==> src/rtl/seg_pkg.sv <==
// Shared glyph table, nibble decoder and conversion-state encoding
// for the multi-channel seven-segment scanner.
package seg_pkg;

   localparam logic [7:0] SEG_0     = 8'h3f;
   localparam logic [7:0] SEG_1     = 8'h06;
   localparam logic [7:0] SEG_2     = 8'h5b;
   localparam logic [7:0] SEG_3     = 8'h4f;
   localparam logic [7:0] SEG_4     = 8'h66;
   localparam logic [7:0] SEG_5     = 8'h6d;
   localparam logic [7:0] SEG_6     = 8'h7d;
   localparam logic [7:0] SEG_7     = 8'h07;
   localparam logic [7:0] SEG_8     = 8'h7f;
   localparam logic [7:0] SEG_9     = 8'h6f;
   localparam logic [7:0] SEG_DASH  = 8'h40;
   localparam logic [7:0] SEG_BLANK = 8'h00;

   typedef enum logic [1:0] {IDLE, LOAD, SHIFT, DONE} conv_state_t;

   // Codes 10..15 never come out of the BCD engine; they render dark.
   function automatic logic [7:0] seg_decode(input logic [3:0] nib);
      case (nib)
         4'd0:    return SEG_0;
         4'd1:    return SEG_1;
         4'd2:    return SEG_2;
         4'd3:    return SEG_3;
         4'd4:    return SEG_4;
         4'd5:    return SEG_5;
         4'd6:    return SEG_6;
         4'd7:    return SEG_7;
         4'd8:    return SEG_8;
         4'd9:    return SEG_9;
         default: return SEG_BLANK;
      endcase
   endfunction

endpackage

==> src/rtl/seg_scan_multi_bin2bcd.sv <==
// Sequential double-dabble: one binary bit per clock, DATA_W+2 cycles
// from LOAD to the DONE cycle that presents the finished BCD word.
module bin2bcd_seq
   import seg_pkg::*;
#(
   parameter int DATA_W = 16,
   parameter int NIB    = 5
) (
   input  logic              clk,
   input  logic              reset,
   input  logic              start,
   input  logic [DATA_W-1:0] bin,
   output logic              busy,
   output logic              done,
   output logic [NIB*4-1:0]  bcd
);

   localparam int CNT_W = (DATA_W > 1) ? $clog2(DATA_W) : 1;

   conv_state_t       state;
   logic [DATA_W-1:0] sh;
   logic [CNT_W-1:0]  cnt;
   logic [NIB*4-1:0]  bcd_adj;

   always_comb begin
      bcd_adj = bcd;
      for (int n = 0; n < NIB; n++)
         if (bcd[n*4 +: 4] >= 4'd5) bcd_adj[n*4 +: 4] = bcd[n*4 +: 4] + 4'd3;
   end

   always_ff @(posedge clk or posedge reset) begin
      if (reset) begin
         state <= IDLE;
         sh    <= '0;
         cnt   <= '0;
         bcd   <= '0;
         busy  <= 1'b0;
         done  <= 1'b0;
      end else begin
         case (state)
            IDLE: if (start) begin
               state <= LOAD;
               busy  <= 1'b1;
            end
            LOAD: begin
               sh    <= bin;
               bcd   <= '0;
               cnt   <= '0;
               state <= SHIFT;
            end
            SHIFT: begin
               bcd <= {bcd_adj[NIB*4-2:0], sh[DATA_W-1]};
               sh  <= sh << 1;
               cnt <= cnt + 1'b1;
               if (cnt == CNT_W'(DATA_W-1)) begin
                  state <= DONE;
                  busy  <= 1'b0;
                  done  <= 1'b1;
               end
            end
            DONE: begin
               done <= 1'b0;
               if (start) begin
                  state <= LOAD;
                  busy  <= 1'b1;
               end else begin
                  state <= IDLE;
               end
            end
            default: state <= IDLE;
         endcase
      end
   end

endmodule

==> src/rtl/seg_scan_multi.sv <==
// Channel-select seven-segment scanner: sequential BCD conversion,
// prescaled digit multiplexing, blanking, overflow dash and polarity.
module seg_scan_multi
   import seg_pkg::*;
#(
   parameter int DIGITS         = 4,
   parameter int DATA_W         = 16,
   parameter int CH             = 2,
   parameter int REFRESH_DIV    = 50000,
   parameter int SEG_ACTIVE_LOW = 0,
   parameter int DIG_ACTIVE_LOW = 1
) (
   input  logic                                  clk,
   input  logic                                  reset,
   input  logic [((CH > 1) ? $clog2(CH) : 1)-1:0] ch_sel,
   input  logic [CH*DATA_W-1:0]                  data,
   input  logic [DIGITS-1:0]                     dp_mask,
   input  logic                                  blank_lz,
   input  logic                                  enable,
   output logic [7:0]                            seg,
   output logic [DIGITS-1:0]                     dig,
   output logic                                  conv_busy,
   output logic                                  overflow
);

   localparam int SEL_W    = (CH > 1) ? $clog2(CH) : 1;
   localparam int NIB_CALC = (DATA_W * 121 + 399) / 400;
   localparam int NIB      = (NIB_CALC > DIGITS) ? NIB_CALC : DIGITS;
   localparam int PRE_W    = (REFRESH_DIV > 1) ? $clog2(REFRESH_DIV) : 1;
   localparam int IDX_W    = (DIGITS > 1) ? $clog2(DIGITS) : 1;
   localparam logic [7:0]        SEG_POL = (SEG_ACTIVE_LOW != 0) ? 8'hff : 8'h00;
   localparam logic [DIGITS-1:0] DIG_POL = (DIG_ACTIVE_LOW != 0) ? {DIGITS{1'b1}} : {DIGITS{1'b0}};

   logic [DATA_W-1:0]   bin_sel;
   logic                conv_done;
   logic [NIB*4-1:0]    bcd;
   logic                hi_nz;
   logic [DIGITS*4-1:0] disp;
   logic [PRE_W-1:0]    pre;
   logic [IDX_W-1:0]    idx;
   logic [DIGITS-1:0]   blank;
   logic [3:0]          cur_nib;
   logic                cur_blank, cur_dp, run, dp_seen;
   logic [7:0]          glyph;
   logic [DIGITS-1:0]   dig_next;

   // Out-of-range selects fall back to channel 0.
   always_comb begin
      bin_sel = data[0 +: DATA_W];
      for (int i = 0; i < CH; i++)
         if (SEL_W'(i) == ch_sel) bin_sel = data[i*DATA_W +: DATA_W];
   end

   bin2bcd_seq #(.DATA_W(DATA_W), .NIB(NIB)) u_conv (
      .clk   (clk),
      .reset (reset),
      .start (1'b1),
      .bin   (bin_sel),
      .busy  (conv_busy),
      .done  (conv_done),
      .bcd   (bcd)
   );

   always_comb begin
      hi_nz = 1'b0;
      for (int n = DIGITS; n < NIB; n++) hi_nz = hi_nz | (bcd[n*4 +: 4] != 4'd0);
   end

   // Overflow freezes the last good digits; dashes hide them meanwhile.
   always_ff @(posedge clk or posedge reset) begin
      if (reset) begin
         disp     <= '0;
         overflow <= 1'b0;
      end else if (conv_done) begin
         if (hi_nz) begin
            overflow <= 1'b1;
         end else begin
            overflow <= 1'b0;
            disp     <= bcd[DIGITS*4-1:0];
         end
      end
   end

   always_ff @(posedge clk or posedge reset) begin
      if (reset) begin
         pre <= '0;
         idx <= '0;
      end else if (pre == PRE_W'(REFRESH_DIV-1)) begin
         pre <= '0;
         idx <= (idx == IDX_W'(DIGITS-1)) ? '0 : idx + 1'b1;
      end else begin
         pre <= pre + 1'b1;
      end
   end

   // Walk from the top digit down: blank while still in the zero run and
   // no decimal point has been requested at or above this position.
   always_comb begin
      run     = 1'b1;
      dp_seen = 1'b0;
      blank   = '0;
      for (int k = DIGITS-1; k >= 0; k--) begin
         run      = run & (disp[k*4 +: 4] == 4'd0);
         dp_seen  = dp_seen | dp_mask[k];
         blank[k] = blank_lz & (k > 0) & ~dp_seen & run;
      end
   end

   always_comb begin
      cur_nib   = 4'd0;
      cur_blank = 1'b0;
      cur_dp    = 1'b0;
      for (int k = 0; k < DIGITS; k++)
         if (IDX_W'(k) == idx) begin
            cur_nib   = disp[k*4 +: 4];
            cur_blank = blank[k];
            cur_dp    = dp_mask[k];
         end
      if (overflow)       glyph = SEG_DASH;
      else if (cur_blank) glyph = SEG_BLANK;
      else                glyph = seg_decode(cur_nib) | {cur_dp, 7'b0};
      dig_next = enable ? (DIGITS'(1) << idx) : '0;
   end

   always_ff @(posedge clk or posedge reset) begin
      if (reset) begin
         seg <= SEG_POL;
         dig <= DIG_POL;
      end else begin
         seg <= glyph ^ SEG_POL;
         dig <= dig_next ^ DIG_POL;
      end
   end

endmodule

==> config.mk <==
export PLATFORM = sky130hd
export DESIGN_NAME = seg_scan_multi
export DESIGN_NICKNAME = d
export VERILOG_FILES = /design/src/rtl/seg_pkg.sv /design/src/rtl/seg_scan_multi_bin2bcd.sv /design/src/rtl/seg_scan_multi.sv
export SDC_FILE = /design/constraint.sdc
export NUM_CORES = 1
export LEC_CHECK = 0
export ABC_AREA = 1
export CORE_ASPECT_RATIO = 0.75
export CORE_MARGIN = 2
export CORE_UTILIZATION = 60
export CTS_CLUSTER_SIZE = 20
export DETAILED_ROUTE_END_ITERATION = 16
export DONT_BUFFER_PORTS = 1
export GPL_TIMING_DRIVEN = 0
export PLACE_DENSITY_LB_ADDON = 0.05
export REMOVE_ABC_BUFFERS = 1
export SLEW_MARGIN = 15
export SYNTH_ARGS = -nofsm -noshare
export SYNTH_HDL_FRONTEND = slang
export SYNTH_SLANG_ARGS = --single-unit
==> constraint.sdc <==
create_clock -name clk -period 2.8 [get_ports clk]
set_input_delay 0 -clock clk [delete_from_list [all_inputs] [get_ports clk]]
set_output_delay 0 -clock clk [all_outputs]
set_load 0.02 [all_outputs]
; ---- Word level (Yosys, flattened, before mapping)
; Memories as Yosys holds them, arrays and structs flattened.
; Cells that the tools add are included.
[totals]
input_bits = 41
romBits = 112
mem_count = 1
elab_cells = 100
ff_bits = 91
out_inout_bits = 14
[classes]
n_eq_ne = 10
n_mux = 34
n_addsub = 8
bitwise_logic = 16
n_reduce_logical = 13
order_cmp = 5
shifts = 1
[mem_list]
columns = name, depth, word_bits, read_ports, rd_clocked_by_memory_dff, wr, line_no
row1 = (no name shown), 16, 7, 1, 0, 0, seg_pkg.sv:22  ; case (nib)
[ops]
columns = op, count
row1 = 20-bit one-hot mux with 2 select lines, 1
row2 = 4-bit 2-to-1 mux, 9
row3 = 16-bit 2-to-1 mux, 2
row4 = 8-bit 2-to-1 mux, 4
row5 = 16-bit one-hot mux with 2 select lines, 1
row6 = 4-bit by 3-bit >= comparator with 1-bit output (second input constant), 5
row7 = 16-bit by 1-bit adder with 16-bit output (second input constant), 1
row8 = 4-bit by 2-bit adder with 4-bit output (second input constant), 4
row9 = 16-bit equality test (second input constant), 1
row10 = 4-bit logical NOT, 3
row11 = 1-bit 2-to-1 mux, 10
row12 = 1-bit bitwise AND, 8
row13 = 8-bit OR, 1
row14 = 4-bit one-hot mux with 2 select lines, 1
row15 = 2-bit equality test (second input constant), 3
row16 = 2-bit one-hot mux with 3 select lines, 1
row17 = 2-bit AND reduction, 3
row18 = 2-bit nonzero test, 3
row19 = 4-bit by 1-bit adder with 4-bit output (second input constant), 1
row20 = 2-bit equality test (first input constant), 2
row21 = 4-bit equality test (second input constant), 1
row22 = 2-bit logical NOT, 2
row23 = 2-bit 2-to-1 mux, 2
row24 = 1-bit NOT, 4
row25 = 12 further kinds, 14

; ---- Longest topological paths before layout
[logic_depth]
depth_word = 13
depth_mapped = 13

; ---- Modules after synthesis
; From an unflattened synthesis, not the netlist that was laid out.
[unflattened]
hier_cells = 615
area_unflattened_um2 = 5096.1
[modules_own_cells]
columns = mod, cells_per_inst, seq_area_each_um2, n_inst, area_each_um2
row1 = seg_scan_multi, 319, 1181.1, 1, 2628.8
row2 = bin2bcd_seq, 296, 1101.1, 1, 2467.4

; ---- Worst setup path before layout
; No wires, ideal clock.
[synth_path]
path_type = reg2reg
start = register idx[0]
end = register seg[3]
period_less_slack_ns = 1.913
required_time_ns = 2.728
slack_ns = 0.887
stages_incl_launch_ff = 12
arrival_ns = 1.841
path_buffers = 0
path_cell_list = dfrtp_1 -> inv_1 -> ha_1 -> nand2_1 -> o21ai_0 -> nand2_1 -> a22oi_1 -> inv_1 -> ha_1 -> nor2_1 -> nor2_1 -> nor2_1
[synth_between]
elab_chain_cells = 11
elab_cells_between_ends = 17
classes_between = eq/ne (3) / mux (11) / bitwise (1) / reduce/logical (1) / memory (1)
[synth_rtl]
columns = item, line_no
row1 = start: declaration, seg_scan_multi.sv:40  ; logic [IDX_W-1:0] idx;
row2 = start signal: assignment, seg_scan_multi.sv:90  ; idx <= (idx == IDX_W'(DIGITS-1)) ? '0 : idx + 1'b1;
row3 = 2-bit logical NOT, seg_scan_multi.sv:114  ; if (IDX_W'(k) == idx) begin
row4 = 4-bit 2-to-1 mux (4 in a row), seg_scan_multi.sv:114
row5 = memory 16 x 7 bit, --
row6 = 8-bit 2-to-1 mux, seg_scan_multi.sv:120  ; else if (cur_blank) glyph = SEG_BLANK;
row7 = 8-bit 2-to-1 mux, seg_scan_multi.sv:119  ; if (overflow) glyph = SEG_DASH;
row8 = 8-bit OR, seg_scan_multi.sv:121  ; else glyph = seg_decode(cur_nib) | {cur_dp, 7'b0};
row9 = 8-bit 2-to-1 mux (*), seg_scan_multi.sv:120
row10 = 8-bit 2-to-1 mux (*), seg_scan_multi.sv:119
row11 = net glyph[3], seg_scan_multi.sv:44  ; logic [7:0] glyph;
row12 = end signal: assignment, seg_scan_multi.sv:130  ; seg <= glyph ^ SEG_POL;
row13 = end: declaration, seg_scan_multi.sv:20  ; output logic [7:0] seg,
; The timed path passes the listed nets; every way through them passes the cells marked *. The select of a mux whose other input is x is not followed.
; A chain may end at the register's enable or synchronous reset.

; ---- Worst setup path after layout
[layout_path]
start = register u_conv.state[0]
end = register u_conv.bcd[10]
[layout_between]
elab_chain_cells = 2
elab_cells_between_ends = 4
classes_between = eq/ne (2) / mux (1) / reduce/logical (1)
[layout_rtl]
columns = item, line_no
row1 = start: declaration, seg_scan_multi_bin2bcd.sv:20  ; conv_state_t state;
row2 = start signal: assignment, seg_scan_multi_bin2bcd.sv:33  ; state <= IDLE;
row3 = start signal: assignment, seg_scan_multi_bin2bcd.sv:42  ; state <= LOAD;
row4 = start signal: assignment, seg_scan_multi_bin2bcd.sv:49  ; state <= SHIFT;
row5 = 2-bit equality test / 2-bit by 1-bit equality test with 1-bit output (equally long branches), seg_scan_multi_bin2bcd.sv:40  ; case (state)
row6 = 20-bit one-hot mux with 2 select lines / 2-bit nonzero test (equally long branches), --
row7 = end signal: assignment, seg_scan_multi_bin2bcd.sv:52  ; bcd <= {bcd_adj[NIB*4-2:0], sh[DATA_W-1]};
row8 = end: declaration, seg_scan_multi_bin2bcd.sv:15  ; output logic [NIB*4-1:0] bcd
; Parallel ways exist; a longest one is shown, timed or not.

==> summary by stage <==
STA
In the final timing run, aggregate negative setup slack is 0 ps. In the finished design, the share of the clock period the worst path needs comes to 0.898. Setup repair after global routing left no endpoint under its margin. The final hold slack is roughly 42 ps. Between clock sinks in the finished design, the worst skew comes to approximately 11 ps.

The worst path in the final design needs a cycle of around 2500 ps, including I/O delays and setup. The hold violation total from the final report came to 0. The count of pins over their slew limit was 0. Setup violations remaining at the end of the flow were counted as 0. The smallest setup slack after layout is around 290 ps. The worst max-slew margin expressed relative to the limit is 0.339.

For the pin with the worst max-slew slack, the measured transition is between 900 and 1000 ps. The maximum operating frequency is between 0.3 and 0.4 GHz.

Min path
The worst hold path passes through 5 cells. The path class of the tightest hold or removal check is in2reg.

Global routing
The first-pass GRT wire length is around 17 mm. The initial antenna violation count is 0. The global route total overflow is 0. Entering global routing, the biggest net connects slightly below 60 pins. The overall track demand over capacity in global routing is 0.245. The number of global-route vias before repair is around 3500.

Worst setup path
Along the worst path, the maximum fanout reaches 20. Traced cell by cell, the critical path runs through inv_1, ha_1, nor2_4, inv_1, a21oi_1, o21ai_0, o21ai_0. The cell depth of the worst setup path is 7. The path type of the worst setup path is reg2reg. For the worst flop-to-flop path, the logic depth is 7. The biggest cell delay along the critical path is 520 ps. STA classifies the critical path endpoint as a flip-flop. The kind of cell adding the most delay to the critical path is buffers and inverters.

The critical path launch point type is a flip-flop. For the worst setup path, the data required time is just over 3000 ps. For this design, the slowest cell found on the critical path is ha_1. The number of buffer and inverter instances along the worst setup path is 2. The arrival time at the worst endpoint is about 2800 ps.

Die
The die covers 8660 um^2. The initial utilization of the core area, before any placement, comes to 0.611. 55 I/O pins were placed. Row generation in the floorplan step produced 28 rows. Measured along the y axis, the die boundary spans between 80 and 90 um.

The region available for standard cell placement spans 7780 um^2. The die span in x is roughly 110 um.

Cells and area
The leading cell type in the layout, fill and taps excluded is nand2_1. 0 antenna diodes ended up in the layout. The count of placed standard cells in the final layout, fillers left out is around 700. In the layout the commonest cells are nand2_1, dfrtp_1, inv_1, o21ai_0, nor2_1. The final-stage net count is 641. The filler cells instantiated in the layout total ~620.

In the final layout, the share of cells above drive strength 1 is 0.0656. The synthesis-to-finish area growth is 14.2%.

Synth
The total of flip-flops plus latches after synthesis is 91. The number of enable-type register cells in the synthesized netlist is 0. For this run, the register share of the synthesized area comes to 0.480. Averaged over all synthesized cells, the footprint is 8.77 um^2. The synthesized netlist contains 42 unique library cells.

The commonest register cell after synthesis is dfrtp_1. The proportion of register bits with asynchronous set or reset after synthesis is 1.00. During synthesis, Yosys emitted a total of 0 warnings.

The synthesized area is 4750 um^2. The number of instances in the synthesized netlist is roughly 540.

CTS
The latest clock arrival within the worst-skew pair is 350 ps. The number of gates resized after CTS is 0. The count of clock tree sinks is 91.

TritonCTS built the clock tree. The longest clock path from root to sink contains 2 buffers. The root cell of the clock tree is clkbuf_8. The clock tree synthesis step divided the H-tree into 3 levels.

The number of buffers created by CTS is 9. After clock tree synthesis, the clock-pin slew on the worst setup and hold paths is around 80 ps.

Power
The sequential group share of total power is 0.473. In this run the power spent charging and discharging nets is between 0.001 and 0.0015 W. Of the total power, the share spent switching nets is 0.329. The total power density per cell area is between 700 and 800 nW/um^2. The internal power is approximately 0.0026 W. The fraction of power consumed by the clock network is 0.273. For this design the static power due to leakage is ~2.7 nW.

The maximum vdd drop is between 0.0003 and 0.0004 V. The combinational share of power is 0.253.

Routing
The count of nets left with antenna violations after detail routing is 0. The final routed DRC violation total is 0. The violation count after the first detailed-routing iteration is between 150 and 200.

Dividing the detail-routed wire length by the instance count gives about 14 um. Detailed routing inserted a total of ~3700 vias. Using the TritonRoute via totals, the vias-per-cell ratio works out to ~5.4.

The pre-antenna-repair detailed-routing pass consisted of 4 iterations. The final wirelength is between 9 and 10 mm.

Placed design
The number of cells in the design after placement is 632. Input and output buffers added on the ports amount to 0. The placer congestion estimate is ~0.86.

The worst slack at placement is approximately 300 ps. The half-perimeter wire length of the detailed placement result is 6.45 mm.

Run status
The flow ran to the end, and the final reports show no timing, DRC or antenna violations.

Job
The max-capacitance violation count is 0.
[power groups by stage]
stage,logic (W),registers (W),clock network (W)
4_1_cts,0.000990,0.00184,0.00108
2_1_floorplan,0.000755,0.00180,0
6_report,0.000983,0.00184,0.00106
5_1_grt,0.00118,0.00188,0.00114
3_5_place_dp,0.000936,0.00186,0
3_3_place_gp,0.000891,0.00185,0
[cells in the mapped netlist, types with 6 or more instances]
master | number | area share
nand2_1 | 104 | 0.082
nor3_1 | 6 | 0.0063
ha_1 | 26 | 0.068
xor2_1 | 12 | 0.022
o21ai_0 | 57 | 0.060
clkbuf_1 | 7 | 0.0055
o221ai_1 | 15 | 0.028
nand3_1 | 19 | 0.020
a21oi_1 | 22 | 0.023
inv_1 | 65 | 0.051
dfrtp_1 | 87 | 0.46
mux2i_1 | 16 | 0.034
nor2_1 | 52 | 0.041
[per-layer routing]
metal	global-route usage	wire, um	up-vias
li1	-	-	1853
met1	0.329	4510	1755
met2	0.410	4530	75
met3	0.0586	469	15
met4	0.0558	133	0
met5	0	0	-
[layout make-up]
| type | count | area (um^2) | share of cell area |
|---|---|---|---|
| Sequential cell | 91 | 2280 | 0.420 |
| Inverter | 69 | 268 | 0.0493 |
| Clock buffer | 12 | 145 | 0.0267 |
| Tap cell | 105 | 131 | 0.0242 |
| Multi-Input combinational cell | 366 | 2120 | 0.390 |
| Clock inverter | 4 | 97.6 | 0.0180 |
| Timing Repair Buffer | 37 | 388 | 0.0714 |
[tightest hold or removal path: stages]
cell and delay (ps):
nand3b_1 60, nor3_1 50, nand2_1 90, nand2_1 50
a21oi_1 100
[through the flow]
step                      total power (W)  utilization  instance area (um^2)
after floorplan                   0.00256            -                  4670
after global placement            0.00274        0.617                  4800
after detailed placement          0.00280        0.621                  4830
after CTS                         0.00391        0.698                  5430
after global routing              0.00419        0.698                  5430
final                             0.00388        0.698                  5430
[registers in the layout, indices dropped and copies added, names as in the netlist, 2 cells and up]
register	cells
pre	16
seg	8
u_conv.cnt	4
u_conv.state	2
u_conv.sh	16
dig	4
idx	2
disp	16
u_conv.bcd	20
[repair_timing]
action / in CTS / in global routing
setup buffers: 0 / 0
hold endpoints to repair: 108 / 0
hold buffers: 36 / 0
[final timing paths]
path,start,endpoint,slack [ps]
max,u_conv.state[0],u_conv.bcd[10],290
min reg2reg,u_conv.sh[1],u_conv.sh[2],490
min,blank_lz,seg[4],40
max in group asynchronous,reset,dig[2],2000
min in group asynchronous,reset,u_conv.sh[6],150
max reg2reg,u_conv.state[0],u_conv.bcd[10],290
[logic make-up (layout without fill, tap and decap cells)]
group / Yosys count / after routing / synth area share
AND/OR/NAND/NOR: 202 / 202 / 0.186
AO/OA/AOI/OAI: 109 / 109 / 0.134
flip-flops: 91 / 91 / 0.480
buffers and inverters: 85 / 122 / 0.0745
adder cells (fa/ha/maj): 26 / 26 / 0.0684
multiplexers: 16 / 16 / 0.0337
XOR/XNOR: 13 / 13 / 0.0239
Note: power is estimated with default switching activity, not from simulation.
